`src/rtl/snoop_txn_sequencer.sv`:
```
`default_nettype none
// ============================================================================
// Module   : snoop_txn_sequencer
// Brief    : Shares one ACE snoop master port among NumReq requesters with a
//            single outstanding snoop. AC requests are granted round-robin, and
//            CR/CD responses are routed back to the owner only. A sticky flag
//            reports responses that stall longer than TimeoutCycles.
// Revision : 1.0 - initial release
// ============================================================================
module snoop_txn_sequencer #(
  parameter int NumReq        = 4,
  parameter int AddrWidth     = 64,
  parameter int DataWidth     = 64,
  parameter int TimeoutCycles = 1024
) (
  input  logic                          clk_i,
  input  logic                          rst_i,
  // requester-side AC
  input  logic [NumReq-1:0]             req_ac_valid_i,
  output logic [NumReq-1:0]             req_ac_ready_o,
  input  logic [NumReq*AddrWidth-1:0]   req_ac_addr_i,
  input  logic [NumReq*4-1:0]           req_ac_snoop_i,
  input  logic [NumReq*3-1:0]           req_ac_prot_i,
  // requester-side CR
  output logic [NumReq-1:0]             req_cr_valid_o,
  input  logic [NumReq-1:0]             req_cr_ready_i,
  output logic [4:0]                    req_cr_resp_o,
  // requester-side CD
  output logic [NumReq-1:0]             req_cd_valid_o,
  input  logic [NumReq-1:0]             req_cd_ready_i,
  output logic [DataWidth-1:0]          req_cd_data_o,
  output logic                          req_cd_last_o,
  // downstream AC
  output logic                          mst_ac_valid_o,
  input  logic                          mst_ac_ready_i,
  output logic [AddrWidth-1:0]          mst_ac_addr_o,
  output logic [3:0]                    mst_ac_snoop_o,
  output logic [2:0]                    mst_ac_prot_o,
  // downstream CR
  input  logic                          mst_cr_valid_i,
  output logic                          mst_cr_ready_o,
  input  logic [4:0]                    mst_cr_resp_i,
  // downstream CD
  input  logic                          mst_cd_valid_i,
  output logic                          mst_cd_ready_o,
  input  logic [DataWidth-1:0]          mst_cd_data_i,
  input  logic                          mst_cd_last_i,
  // status
  output logic                          busy_o,
  output logic [$clog2(NumReq)-1:0]     owner_o,
  output logic                          err_o,
  input  logic                          err_clr_i
);

  localparam int IdxW = $clog2(NumReq);
  localparam int CntW = (TimeoutCycles > 0) ? $clog2(TimeoutCycles + 1) : 1;

  typedef enum logic [1:0] {
    ST_IDLE = 2'd0,
    ST_AC   = 2'd1,
    ST_CR   = 2'd2,
    ST_CD   = 2'd3
  } state_e;

  state_e                state_q;
  logic [IdxW-1:0]       rr_ptr_q;
  logic [IdxW-1:0]       owner_q;
  logic [AddrWidth-1:0]  ac_addr_q;
  logic [3:0]            ac_snoop_q;
  logic [2:0]            ac_prot_q;
  logic                  err_q;
  logic                  err_d;

  logic [AddrWidth-1:0]  req_addr  [NumReq];
  logic [3:0]            req_snoop [NumReq];
  logic [2:0]            req_prot  [NumReq];

  logic                  grant_found;
  logic [IdxW-1:0]       grant_idx;
  logic [IdxW-1:0]       scan_idx;
  logic [IdxW-1:0]       rr_next;
  logic [NumReq-1:0]     grant_oh;
  logic [NumReq-1:0]     owner_oh;
  logic                  in_cr;
  logic                  in_cd;
  logic                  ac_hs;
  logic                  cr_hs;
  logic                  cd_hs;
  logic                  tmo_set;

  // Split the flat per-requester payload buses into indexable arrays.
  for (genvar g = 0; g < NumReq; g++) begin : g_unpack
    assign req_addr[g]  = req_ac_addr_i[g*AddrWidth +: AddrWidth];
    assign req_snoop[g] = req_ac_snoop_i[g*4 +: 4];
    assign req_prot[g]  = req_ac_prot_i[g*3 +: 3];
  end

  // Round-robin search: first valid requester at or after the rr pointer.
  always_comb begin
    grant_found = 1'b0;
    grant_idx   = '0;
    scan_idx    = '0;
    for (int i = 0; i < NumReq; i++) begin
      scan_idx = IdxW'((int'(rr_ptr_q) + i) % NumReq);
      if (!grant_found && req_ac_valid_i[scan_idx]) begin
        grant_found = 1'b1;
        grant_idx   = scan_idx;
      end
    end
  end

  assign rr_next = (grant_idx == IdxW'(NumReq - 1)) ? '0 : grant_idx + IdxW'(1);

  // One-hot decodes of the current winner and of the latched owner.
  always_comb begin
    grant_oh            = '0;
    owner_oh            = '0;
    grant_oh[grant_idx] = grant_found;
    owner_oh[owner_q]   = 1'b1;
  end

  // Grant is the AC handshake itself, so it is only offered in IDLE and never
  // while reset is held (the FSM would not capture it).
  assign req_ac_ready_o = (state_q == ST_IDLE && !rst_i) ? grant_oh : '0;

  assign in_cr = (state_q == ST_CR);
  assign in_cd = (state_q == ST_CD);

  assign mst_ac_valid_o = (state_q == ST_AC);
  assign mst_ac_addr_o  = ac_addr_q;
  assign mst_ac_snoop_o = ac_snoop_q;
  assign mst_ac_prot_o  = ac_prot_q;

  // Responses flow only to the owner; stray beats outside CR/CD see ready low.
  assign mst_cr_ready_o = in_cr & req_cr_ready_i[owner_q];
  assign req_cr_valid_o = owner_oh & {NumReq{in_cr & mst_cr_valid_i}};
  assign req_cr_resp_o  = mst_cr_resp_i;

  assign mst_cd_ready_o = in_cd & req_cd_ready_i[owner_q];
  assign req_cd_valid_o = owner_oh & {NumReq{in_cd & mst_cd_valid_i}};
  assign req_cd_data_o  = mst_cd_data_i;
  assign req_cd_last_o  = mst_cd_last_i;

  assign ac_hs = mst_ac_valid_o & mst_ac_ready_i;
  assign cr_hs = mst_cr_valid_i & mst_cr_ready_o;
  assign cd_hs = mst_cd_valid_i & mst_cd_ready_o;

  assign busy_o  = (state_q != ST_IDLE);
  assign owner_o = owner_q;
  assign err_o   = err_q;

  // Transaction FSM: arbitrate, issue AC, then forward CR and optional CD.
  always_ff @(posedge clk_i or posedge rst_i) begin
    if (rst_i) begin
      state_q    <= ST_IDLE;
      rr_ptr_q   <= '0;
      owner_q    <= '0;
      ac_addr_q  <= '0;
      ac_snoop_q <= '0;
      ac_prot_q  <= '0;
    end else begin
      unique case (state_q)
        ST_IDLE: begin
          if (grant_found) begin
            owner_q    <= grant_idx;
            ac_addr_q  <= req_addr[grant_idx];
            ac_snoop_q <= req_snoop[grant_idx];
            ac_prot_q  <= req_prot[grant_idx];
            rr_ptr_q   <= rr_next;
            state_q    <= ST_AC;
          end
        end
        ST_AC: begin
          if (ac_hs) state_q <= ST_CR;
        end
        ST_CR: begin
          // resp[0] is DataTransfer: data beats follow on CD.
          if (cr_hs) state_q <= mst_cr_resp_i[0] ? ST_CD : ST_IDLE;
        end
        ST_CD: begin
          if (cd_hs && mst_cd_last_i) state_q <= ST_IDLE;
        end
        default: state_q <= ST_IDLE;
      endcase
    end
  end

  if (TimeoutCycles > 0) begin : g_tmo
    localparam logic [CntW-1:0] TmoLimit = CntW'(TimeoutCycles);

    logic [CntW-1:0] tmo_cnt_q;
    logic [CntW-1:0] tmo_cnt_d;
    logic            tmo_inc;

    // Count response-wait cycles; any handshake restarts the count, including
    // the AC handshake that enters CR.
    always_comb begin
      tmo_cnt_d = tmo_cnt_q;
      tmo_inc   = 1'b0;
      if (ac_hs || cr_hs || cd_hs) begin
        tmo_cnt_d = '0;
      end else if ((in_cr || in_cd) && tmo_cnt_q != TmoLimit) begin
        tmo_cnt_d = tmo_cnt_q + CntW'(1);
        tmo_inc   = 1'b1;
      end
    end

    // Flag only the step onto the limit so a saturated stall can be cleared.
    assign tmo_set = tmo_inc && (tmo_cnt_q == TmoLimit - CntW'(1));

    // Response-wait counter register.
    always_ff @(posedge clk_i or posedge rst_i) begin
      if (rst_i) tmo_cnt_q <= '0;
      else       tmo_cnt_q <= tmo_cnt_d;
    end
  end else begin : g_no_tmo
    assign tmo_set = 1'b0;
  end

  // Sticky error: a new timeout wins over a simultaneous clear.
  always_comb begin
    err_d = err_q;
    if (tmo_set)        err_d = 1'b1;
    else if (err_clr_i) err_d = 1'b0;
  end

  // Error flag register.
  always_ff @(posedge clk_i or posedge rst_i) begin
    if (rst_i) err_q <= 1'b0;
    else       err_q <= err_d;
  end

endmodule
`default_nettype wire

```
`config.mk`:
```
export PLATFORM = sky130hd
export DESIGN_NAME = snoop_txn_sequencer
export DESIGN_NICKNAME = d
export VERILOG_FILES = /design/src/rtl/snoop_txn_sequencer.sv
export SDC_FILE = /design/constraint.sdc
export NUM_CORES = 1
export LEC_CHECK = 0
export ABC_AREA = 1
export BUFFER_PORTS_ARGS = -buffer_cell sky130_fd_sc_hd__buf_2
export CORE_AREA = 2 2 208 210
export DETAILED_ROUTE_END_ITERATION = 16
export DIE_AREA = 0 0 210 212
export HOLD_SLACK_MARGIN = 0.1
export MAX_ROUTING_LAYER = met4
export REMOVE_ABC_BUFFERS = 1
export SLEW_MARGIN = 15
export SYNTH_ARGS = -nofsm -noshare
export SYNTH_HDL_FRONTEND = slang
export SYNTH_SLANG_ARGS = --single-unit
```
`constraint.sdc`:
```
create_clock -name clk_i -period 9.2 [get_ports clk_i]
set_clock_uncertainty 0.2 [all_clocks]
set_input_delay 1.84 -clock clk_i [delete_from_list [all_inputs] [get_ports clk_i]]
set_output_delay 1.84 -clock clk_i [all_outputs]
set_load 0.01 [all_outputs]
```
==> impl_metrics.csv, run 1 <==
group,metric,value,unit
global_routing,grt_pass1_wl,48100,µm
logic_synthesis,synth_area,7330,µm²
layout,syn2layout_area_growth,28.7,%
placement,port_buffers,395,
critical_path,ff2ff_setup_slack,4.88,ns
global_routing,grt_start_max_net_pins,83,
floorplan,die_y,212,µm
drt,ant_nets,0,
power_and_ir_drop,irDropWorstVdd,0.202,mV
global_routing,grt_overflow_total,0,
critical_path,critPathKind,"input pin to output pin",
sta,hold_viol,0,
placement,dpl.cell_count,1952,
placement,gp_congestion,0.903,
logic_synthesis,avgSynthCellArea,6.30,µm²
layout,drive_gt1_share,30.5,%
job,maxCapViolCount,0,
clock_tree,clk_latency,0.36,ns
power_and_ir_drop,p_total,0.00372,W
drt,vias_per_cell,4.52,
layout,fin_nets,1792,
logic_synthesis,ys_seq_elements,89,
global_routing,grt_use_total,14.8,%
clock_tree,ctsResizeCount,0,
drt,drt_iter0_markers,526,
logic_synthesis,ys_types,31,
critical_path,required,7.16,ns
drt,dr.pass1.iters,6,
sta,relSlewSlack,40.4,%
logic_synthesis,ys_seq_area_share,30.4,%
placement,hpwl,25000,µm
clock_tree,cts_htree_levels,3,
drt,drc,0,
floorplan,start_util,17.2,%
layout,fin_util,22.2,%
floorplan,core_area,42500,µm²
clock_tree,cts_setup_buffers,0,
logic_synthesis,yosysWarnings,0,
sta,worstMarginPinSlew,0.895,ns
critical_path,crit_arrival,4.61,ns
power_and_ir_drop,power-per-cell-area,395,nW/µm²
clock_tree,cts.sink_count,89,
drt,wirelength,32900,µm
sta,grt_setup_unrepaired,"false",
clock_tree,cts_tree,"built",
sta,min_period_over_period,72.3,%
sta,max_freq,150,MHz
clock_tree,cts_hold_buf,0,
clock_tree,cts_buffers,9,
drt,routed-via-count,8896,
global_routing,antenna_found_initial,0,
global_routing,first_global_vias,8392,
floorplan,dieArea,44500,µm²
critical_path,worstPathMaxFanout,64,
clock_tree,clk_transition_reported_paths,0.07,ns
min_path,hold_path_class,"register to register",
critical_path,cp-end-kind,"output pin",
logic_synthesis,synthCells,1163,
layout,antennaDiodeCount,0,
sta,holdWs,0.289,ns
sta,period_minus_slack,6.65,ns
outcome,status,"complete, no violations",
drt,routedWlPerCell,16.7,µm
layout,instances_no_fill,1968,
floorplan,die_width,210,µm
sta,setup_violations,0,
sta,final-max-slew-violation-count,0,
power_and_ir_drop,p_leak,5.23,nW
floorplan,rows,76,
clock_tree,clk_path_buf_depth,2,
critical_path,cp-start-kind,"input pin",
floorplan,io_pins,532,
clock_tree,cts_root_buf,"clkbuf_16",
[synth_stat cells]
| library cell | instances | area [µm²] |
|---|---|---|
| xor2_1 | 2 | 17.5 |
| buf_6 | 6 | 67.6 |
| nand3_4 | 1 | 17.5 |
| nor2_2 | 1 | 6.26 |
| o21ai_0 | 9 | 45.0 |
| a41oi_1 | 1 | 8.76 |
| a211oi_1 | 1 | 7.51 |
| nand2_1 | 496 | 1860 |
| buf_4 | 73 | 548 |
| nor2_4 | 1 | 11.3 |
| inv_1 | 31 | 116 |
| nand4_1 | 147 | 920 |
| nand2_2 | 3 | 18.8 |
| inv_2 | 5 | 18.8 |
| nand3b_1 | 2 | 15.0 |
| ha_1 | 3 | 37.5 |
| a31oi_1 | 1 | 6.26 |
| and2_1 | 1 | 6.26 |
| nor3_1 | 9 | 45.0 |
| buf_2 | 35 | 175 |
| nor2_1 | 27 | 101 |
| dfrtp_1 | 89 | 2230 |
| inv_4 | 1 | 6.26 |
| nand3_1 | 157 | 786 |
| buf_1 | 9 | 33.8 |
| clkbuf_1 | 38 | 143 |
| nand3_2 | 1 | 10.0 |
| nor3b_1 | 1 | 7.51 |
| a21oi_1 | 8 | 40.0 |
| o21ai_1 | 3 | 15.0 |
| o21a_1 | 1 | 7.51 |
[final timing paths]
check / startpoint / endpoint / cells after the start
worst max-delay path: req_ac_valid_i[1] / req_ac_ready_o[3] / 13
worst min-delay path: mst_ac_addr_o[30] / mst_ac_addr_o[30] / 2
worst max register to register: rr_ptr_q[0] / mst_ac_addr_o[35] / 13
worst min register to register: mst_ac_addr_o[30] / mst_ac_addr_o[30] / 2
max in group asynchronous: rst_i / mst_ac_addr_o[37] / 3
min in group asynchronous: rst_i / mst_ac_addr_o[28] / 2
[cells by family after synthesis]
| logic type | after synthesis | synth area share, % |
|---|---|---|
| xor+xnor | 2 | 0.239 |
| flops | 89 | 30.4 |
| compound gates | 24 | 1.78 |
| fa+ha+maj | 3 | 0.512 |
| buf+inv | 198 | 15.1 |
| simple gates | 847 | 51.9 |
[layout by cell type, fill, tap and decap left out, types with 2 or more instances in the layout]
master | Yosys | final
buf_4 | 73 | 9
nor3_1 | 9 | 9
clkinv_2 | 0 | 2
nand3_4 | 1 | 3
xor2_1 | 2 | 2
nand2_1 | 496 | 496
nand3b_1 | 2 | 2
nand2_4 | 0 | 2
a21oi_1 | 8 | 8
clkbuf_8 | 0 | 2
buf_2 | 35 | 395
ha_1 | 3 | 3
nand3_1 | 157 | 156
nor2_1 | 27 | 27
o21ai_1 | 3 | 3
inv_2 | 5 | 4
dfrtp_1 | 89 | 89
inv_4 | 1 | 2
clkbuf_16 | 0 | 9
nand4_1 | 147 | 147
o21ai_0 | 9 | 9
inv_1 | 31 | 30
[registers in the layout (all words and copies together) (netlist names)]
name / count
mst_ac_prot_o: 3
mst_ac_addr_o: 64
err_o: 1
rr_ptr_q: 2
state_q: 2
mst_ac_snoop_o: 4
g_tmo.tmo_cnt_q: 11
owner_o: 2
[through the flow]
step	TNS, ns	setup WS (ns)	instance area (µm²)
final	0	2.55	9430
after global routing	0	2.14	9430
after CTS	0	2.51	9430
after detailed placement	0	2.52	9120
after global placement	0	2.60	9120
after floorplan	-0.614	-0.279	6360
[area by class of cell]
type / count / area, µm²
Sequential cell: 89 / 2230
Timing Repair Buffer: 404 / 2040
Multi-Input combinational cell: 876 / 4020
Clock inverter: 4 / 51.3
Tap cell: 546 / 683
Clock buffer: 12 / 256
Fill cell: 4801 / 33100
Inverter: 37 / 145
[report_power, final]
part           total, W  leakage [nW]  internal, W  switching, W
sequential     0.000678          1.13     0.000566      0.000111
clock          0.000400         0.149     0.000226      0.000174
combinational   0.00264          3.95     0.000792       0.00185
[worst max-delay path, stage by stage]
cell     delay [ns]
buf_2          0.11
inv_1          0.07
nand2_1        0.07
nand3_1        0.15
nand2_2        0.10
nor2_4         0.17
nand3_4        0.62
nand3_4        0.86
inv_1          0.14
ha_1           0.23
inv_1          0.05
nor2_1         0.04
buf_2          0.14
[metal layers]
layer	vias up	wire length, µm	track usage [%]
met1	4004	13400	16.4
li1	4318	-	-
met3	51	4770	9.69
met2	523	13900	21.3
met4	0	900	5.33
met5	-	0	-
Note: power is estimated with default switching activity, not from simulation.
==> inputs of run 2 (changes only) <==
--- a/config.mk
+++ b/config.mk
@@ -5,11 +5,11 @@
 export SDC_FILE = /design/constraint.sdc
 export NUM_CORES = 1
 export LEC_CHECK = 0
-export ABC_AREA = 1
+export ABC_AREA = 0
 export BUFFER_PORTS_ARGS = -buffer_cell sky130_fd_sc_hd__buf_2
-export CORE_AREA = 2 2 208 210
+export CORE_AREA = 2 2 209 211
 export DETAILED_ROUTE_END_ITERATION = 16
-export DIE_AREA = 0 0 210 212
+export DIE_AREA = 0 0 211 213
 export HOLD_SLACK_MARGIN = 0.1
 export MAX_ROUTING_LAYER = met4
 export REMOVE_ABC_BUFFERS = 1
==> constraint.sdc (replaced) <==
create_clock -name clk_i -period 6.03 [get_ports clk_i]
set_clock_uncertainty 0.2 [all_clocks]
set_input_delay 1.206 -clock clk_i [delete_from_list [all_inputs] [get_ports clk_i]]
set_output_delay 1.206 -clock clk_i [all_outputs]
set_load 0.01 [all_outputs]
==> impl_metrics.csv, run 2 <==
group,metric,value,unit
layout,fin_nets,1281,
sta,relSlewSlack,29.6,%
global_routing,grt_overflow_total,0,
power_and_ir_drop,seq_power_share,27.9,%
critical_path,crit_arrival,2.78,ns
logic_synthesis,synth_compound_area_share,26.2,%
critical_path,setup.worst_path.end,"req_ac_ready_o[0]",
logic_synthesis,ys_top_cells_by_area,"dfrtp_1, a221oi_2, mux2i_1",
power_and_ir_drop,swShare,44.3,%
logic_synthesis,synthCells,612,
power_and_ir_drop,p_leak,4.11,nW
clock_tree,clk_transition_reported_paths,0.06,ns
critical_path,cp-end-kind,"output pin",
sta,min_period_over_period,69.4,%
layout,syn2layout_area_growth,36.7,%
drt,drt_iter0_markers,360,
min_path,hold-path-cell-count,2,
logic_synthesis,async_flop_share,100,%
clock_tree,cts_root_buf,"clkbuf_16",
layout,largest_reg_flops,64,
sta,setup_violations,0,
logic_synthesis,ys_types,46,
clock_tree,cts_tree,"built",
power_and_ir_drop,p_total,0.00384,W
global_routing,grt_start_max_net_pins,73,
power_and_ir_drop,share_comb_of_total_power,55.3,%
clock_tree,ctsResizeCount,0,
floorplan,core_area,42700,µm²
layout,fin_util,20.0,%
drt,routed-via-count,6263,
logic_synthesis,ys_seq_area_share,35.6,%
power_and_ir_drop,power.switching,0.00170,W
drt,dr.pass1.iters,4,
logic_synthesis,synth_ff_type,"dfrtp_1",
critical_path,ff2ff_setup_slack,2.94,ns
floorplan,dieArea,44900,µm²
floorplan,io_pins,532,
logic_synthesis,synthXorXnorAreaFrac,1.40,%
logic_synthesis,synthAdderAreaFrac,0.600,%
sta,max_freq,239,MHz
clock_tree,clk_path_buf_depth,2,
floorplan,die_width,211,µm
drt,wirelength,30200,µm
drt,ant_nets,0,
layout,layout_common_cells,"buf_2, nor2_1, dfrtp_1",
logic_synthesis,synth_edf_count,0,
sta,hold_viol,0,
critical_path,cp-startpoint,"req_ac_valid_i[0]",
floorplan,start_util,14.6,%
drt,routedWlPerCell,20.7,µm
critical_path,r2r_cells,7,
floorplan,die_y,213,µm
clock_tree,cts_buffers,9,
sta,setup_slack,1.85,ns
layout,final_common_cell,"buf_2",
power_and_ir_drop,irDropWorstVdd,0.190,mV
global_routing,antenna_found_initial,3,
global_routing,first_global_vias,6219,
logic_synthesis,synthSimpleGateAreaFrac,10.4,%
placement,place_ws,1.83,ns
layout,drive_gt1_share,55.1,%
global_routing,grt_pass1_wl,41700,µm
drt,vias_per_cell,4.29,
min_path,hold_path_class,"register to register",
sta,worstMarginPinSlew,1.06,ns
clock_tree,cts.sink_count,89,
clock_tree,cts_hold_buf,0,
logic_synthesis,yosysWarnings,0,
critical_path,required,4.62,ns
placement,gp_congestion,0.921,
logic_synthesis,ys_seq_elements,89,
clock_tree,cts_setup_buffers,0,
logic_synthesis,synth_commonest_cells,"nor2_1, dfrtp_1, mux2i_1, o22ai_1, buf_4",
logic_synthesis,avgSynthCellArea,10.2,µm²
critical_path,cp-start-kind,"input pin",
power_and_ir_drop,internal_power,0.00214,W
logic_synthesis,synth_area,6250,µm²
job,maxCapViolCount,0,
clock_tree,cts_htree_levels,3,
sta,holdWs,0.319,ns
critical_path,critPathKind,"input pin to output pin",
critical_path,r2r_start,"rr_ptr_q[1]",
clock_tree,clk_latency,0.37,ns
power_and_ir_drop,p_clk_share,16.9,%
global_routing,grt_use_total,13.4,%
sta,final-max-slew-violation-count,0,
logic_synthesis,synth_top_cell_by_area,"dfrtp_1",
placement,port_buffers,395,
logic_synthesis,synth_top_family_by_area,"compound AO/OA/AOI/OAI gates",
logic_synthesis,yosysMostFrequentCell,"nor2_1",
logic_synthesis,yosys.area.top_type_share,35.6,%
critical_path,regToRegEndpoint,"mst_ac_addr_o[19]",
placement,hpwl,23900,µm
floorplan,rows,76,
logic_synthesis,synth.area.mux_share,12.4,%
drt,drc,0,
sta,grt_setup_unrepaired,"false",
sta,period_minus_slack,4.18,ns
critical_path,worstPathMaxFanout,19,
outcome,status,"complete, no violations",
power_and_ir_drop,power-per-cell-area,449,nW/µm²
==> run 2: area by class of cell <==
class	count	area, µm²
Tap cell	546	683
Fill cell	4681	34100
Clock buffer	10	239
Clock inverter	6	90.1
Antenna cell	2	5.00
Multi-Input combinational cell	395	3220
Inverter	8	32.5
Sequential cell	89	2230
Timing Repair Buffer	403	2050
==> run 2: logic make-up (layout without fill, tap and decap cells) <==
| family | Yosys count | after routing |
|---|---|---|
| adders and majority gates | 3 | 3 |
| AOI/OAI and AO/OA | 159 | 159 |
| DFF | 89 | 89 |
| muxes | 76 | 76 |
| other | 0 | 2 |
| and+or+nand+nor | 147 | 147 |
| xor gates and xnor gates | 10 | 10 |
| buffers and inverters | 128 | 427 |
==> run 2: per-layer routing <==
layer | routed length (µm) | vias to the layer above | track usage [%]
met5 | 0 | - | -
met4 | 573 | 0 | 3.98
met3 | 5310 | 28 | 11.6
met2 | 12600 | 421 | 19.2
met1 | 11700 | 2984 | 13.5
li1 | - | 2830 | -
==> run 2: how the worst min path moves through the flow <==
stage                         from  endpoint  slack (ns)
2_1_floorplan  g_tmo.tmo_cnt_q[10]     err_o        0.29
3_3_place_gp                 err_o     err_o        0.30
3_5_place_dp                 err_o     err_o        0.31
4_1_cts                      err_o     err_o        0.33
5_1_grt                      err_o     err_o        0.35
6_report                     err_o     err_o        0.32
==> run 2: critical path, cell delays in order <==
cell	delay (ns)
buf_2	0.12
inv_1	0.18
nor3_1	0.14
or4_4	0.71
and3_1	0.28
buf_2	0.14
==> run 2: through the flow <==
stage	instance area, µm²	std cells	TNS, ns
detailed placement	8220	1441	0
finish	8550	1459	0
CTS	8550	1457	0
global route	8550	1459	0
global placement	8220	1441	0
floorplan	5450	492	-2.78
==> run 2: power groups by stage <==
| stage | logic [W] | registers, W | clock network (W) |
|---|---|---|---|
| floorplan | 0.00128 | 0.00118 | 0 |
| global placement | 0.00212 | 0.00106 | 0 |
| detailed placement | 0.00216 | 0.00108 | 0 |
| CTS | 0.00216 | 0.00107 | 0.000682 |
| global route | 0.00231 | 0.00111 | 0.000699 |
| finish | 0.00212 | 0.00107 | 0.000648 |
==> inputs of run 3 (changes only) <==
--- a/config.mk
+++ b/config.mk
@@ -7,9 +7,9 @@
 export LEC_CHECK = 0
 export ABC_AREA = 0
 export BUFFER_PORTS_ARGS = -buffer_cell sky130_fd_sc_hd__buf_2
-export CORE_AREA = 2 2 209 211
+export CORE_AREA = 2 2 207 209
 export DETAILED_ROUTE_END_ITERATION = 16
-export DIE_AREA = 0 0 211 213
+export DIE_AREA = 0 0 209 211
 export HOLD_SLACK_MARGIN = 0.1
 export MAX_ROUTING_LAYER = met4
 export REMOVE_ABC_BUFFERS = 1
==> constraint.sdc (replaced) <==
create_clock -name clk_i -period 4.3 [get_ports clk_i]
set_clock_uncertainty 0.2 [all_clocks]
set_input_delay 0.86 -clock clk_i [delete_from_list [all_inputs] [get_ports clk_i]]
set_output_delay 0.86 -clock clk_i [all_outputs]
set_load 0.01 [all_outputs]
==> impl_metrics.csv, run 3 (synthesis results as in run 2) <==
group,metric,value,unit
sta,final-max-slew-violation-count,0,
layout,instances_no_fill,1456,
clock_tree,cts_setup_buffers,0,
sta,period_minus_slack,3.30,ns
layout,antennaDiodeCount,0,
placement,hpwl,24600,µm
global_routing,grt_overflow_total,0,
drt,dr.pass1.iters,4,
power_and_ir_drop,seq_power_share,28.1,%
clock_tree,clk_path_buf_depth,2,
clock_tree,cts_htree_levels,3,
critical_path,cp-start-kind,"input pin",
power_and_ir_drop,p_leak,4.13,nW
power_and_ir_drop,irDropWorstVdd,0.291,mV
sta,setup_slack,0.996,ns
critical_path,critPathKind,"input pin to output pin",
critical_path,cp_slowest_cell,"or4_4",
drt,routed-via-count,6244,
drt,routedWlPerCell,21.1,µm
power_and_ir_drop,power-per-cell-area,622,nW/µm²
floorplan,die_width,209,µm
sta,worstMarginPinSlew,0.931,ns
critical_path,cp-end-kind,"output pin",
layout,layout_common_cells,"buf_2, nor2_1, dfrtp_1",
floorplan,dieArea,44100,µm²
power_and_ir_drop,share_comb_of_total_power,55.8,%
clock_tree,clk_transition_reported_paths,0.07,ns
critical_path,worstPathMaxFanout,5,
layout,final_common_cell,"buf_2",
placement,place_ws,0.945,ns
placement,gp_congestion,0.857,
floorplan,start_util,15.0,%
clock_tree,cts_buffers,9,
floorplan,die_y,211,µm
layout,multi_input_area,3220,µm²
global_routing,grt_start_max_net_pins,73,
power_and_ir_drop,power.switching,0.00236,W
critical_path,crit_top_cell,"buf_2",
drt,drc,0,
sta,setup_violations,0,
power_and_ir_drop,internal_power,0.00298,W
critical_path,slowest_delay,0.51,ns
critical_path,required,3.24,ns
layout,largest_reg_flops,64,
placement,dpl.cell_count,1440,
sta,grt_setup_unrepaired,"false",
clock_tree,clk_latency,0.36,ns
global_routing,grt_pass1_wl,42700,µm
sta,min_period_over_period,76.8,%
critical_path,worstPathCellList,"buf_2, inv_1, nor3_1, or4_4, and3_1, buf_2",
job,maxCapViolCount,0,
sta,setup-tns-final,0,ns
placement,port_buffers,395,
min_path,hold_path_class,"register to register",
power_and_ir_drop,swShare,44.2,%
clock_tree,cts.sink_count,89,
clock_tree,cts_tree,"built",
sta,relSlewSlack,37.9,%
layout,drive_gt1_share,55.4,%
drt,vias_per_cell,4.29,
power_and_ir_drop,p_clk_share,16.0,%
layout,syn2layout_area_growth,37.2,%
global_routing,antenna_found_initial,0,
clock_tree,cts_hold_buf,0,
floorplan,rows,75,
drt,wirelength,30700,µm
clock_tree,cts_root_buf,"clkbuf_16",
drt,drt_iter0_markers,342,
power_and_ir_drop,p_total,0.00534,W
global_routing,first_global_vias,6195,
sta,hold_viol,0,
clock_tree,ctsResizeCount,0,
floorplan,core_area,41800,µm²
sta,max_freq,303,MHz
outcome,status,"complete, no violations",
critical_path,crit_arrival,2.24,ns
layout,ff_latch_area,2230,µm²
global_routing,grt_use_total,14.1,%
layout,fin_nets,1287,
drt,ant_nets,0,
layout,fin_util,20.5,%
floorplan,io_pins,532,
layout,fillers,4590,
run 3: cell count changes in the layout (fill, tap and decap cells not counted), sizes merged:
cell | previous run | this run
buf | 403 | 409
diode | 2 | 0
clkinvlp | 1 | 2
bufinv | 2 | 1
clkinv | 2 | 1
clkbuf | 10 | 11
run 3: power groups by stage:
stage	combinational (W)	clock [W]	sequential (W)
2_1_floorplan	0.00179	0	0.00165
3_3_place_gp	0.00298	0	0.00149
3_5_place_dp	0.00301	0	0.00151
4_1_cts	0.00301	0.000911	0.00150
5_1_grt	0.00326	0.000943	0.00156
6_report	0.00298	0.000856	0.00150
run 3: path summary, 6_finish.rpt:
check,startpoint,to,slack [ns],cells past startpoint
worst min register to register,err_o,err_o,0.34,2
worst max-delay path,req_ac_valid_i[0],req_ac_ready_o[0],1.0,6
max in group asynchronous,rst_i,mst_ac_addr_o[57],2.27,4
worst max register to register,state_q[1],mst_ac_addr_o[40],1.51,5
min in group asynchronous,rst_i,mst_ac_addr_o[20],0.46,3
worst min-delay path,err_o,err_o,0.34,2
run 3: final cells by class:
type	instances	area share, %
clock buffer	11	2.95
clock inverter	5	0.729
inverter	8	0.379
multi-input combinational	395	37.6
sequential	89	26.0
tap	539	7.86
timing repair buffer	409	24.6
run 3: metrics by stage:
stage	hold WS, ns	cell area (µm²)
3_5_place_dp	0.338	8270
6_report	0.344	8580
4_1_cts	0.348	8580
5_1_grt	0.359	8580
2_1_floorplan	0.287	5450
3_3_place_gp	0.316	8270
run 3: critical path: cells and delay by family:
kind	cells	cell delay, ns
buffers and inverters	3	0.45
and+or+nand+nor	3	0.91
run 3: routing by layer:
layer,part of all wire (%),global-route usage [%],routed length [µm]
met5,0,-,0
met2,41,19.2,12500
met1,37,13.8,11400
met3,20,13.8,6090
met4,2.0,4.33,620
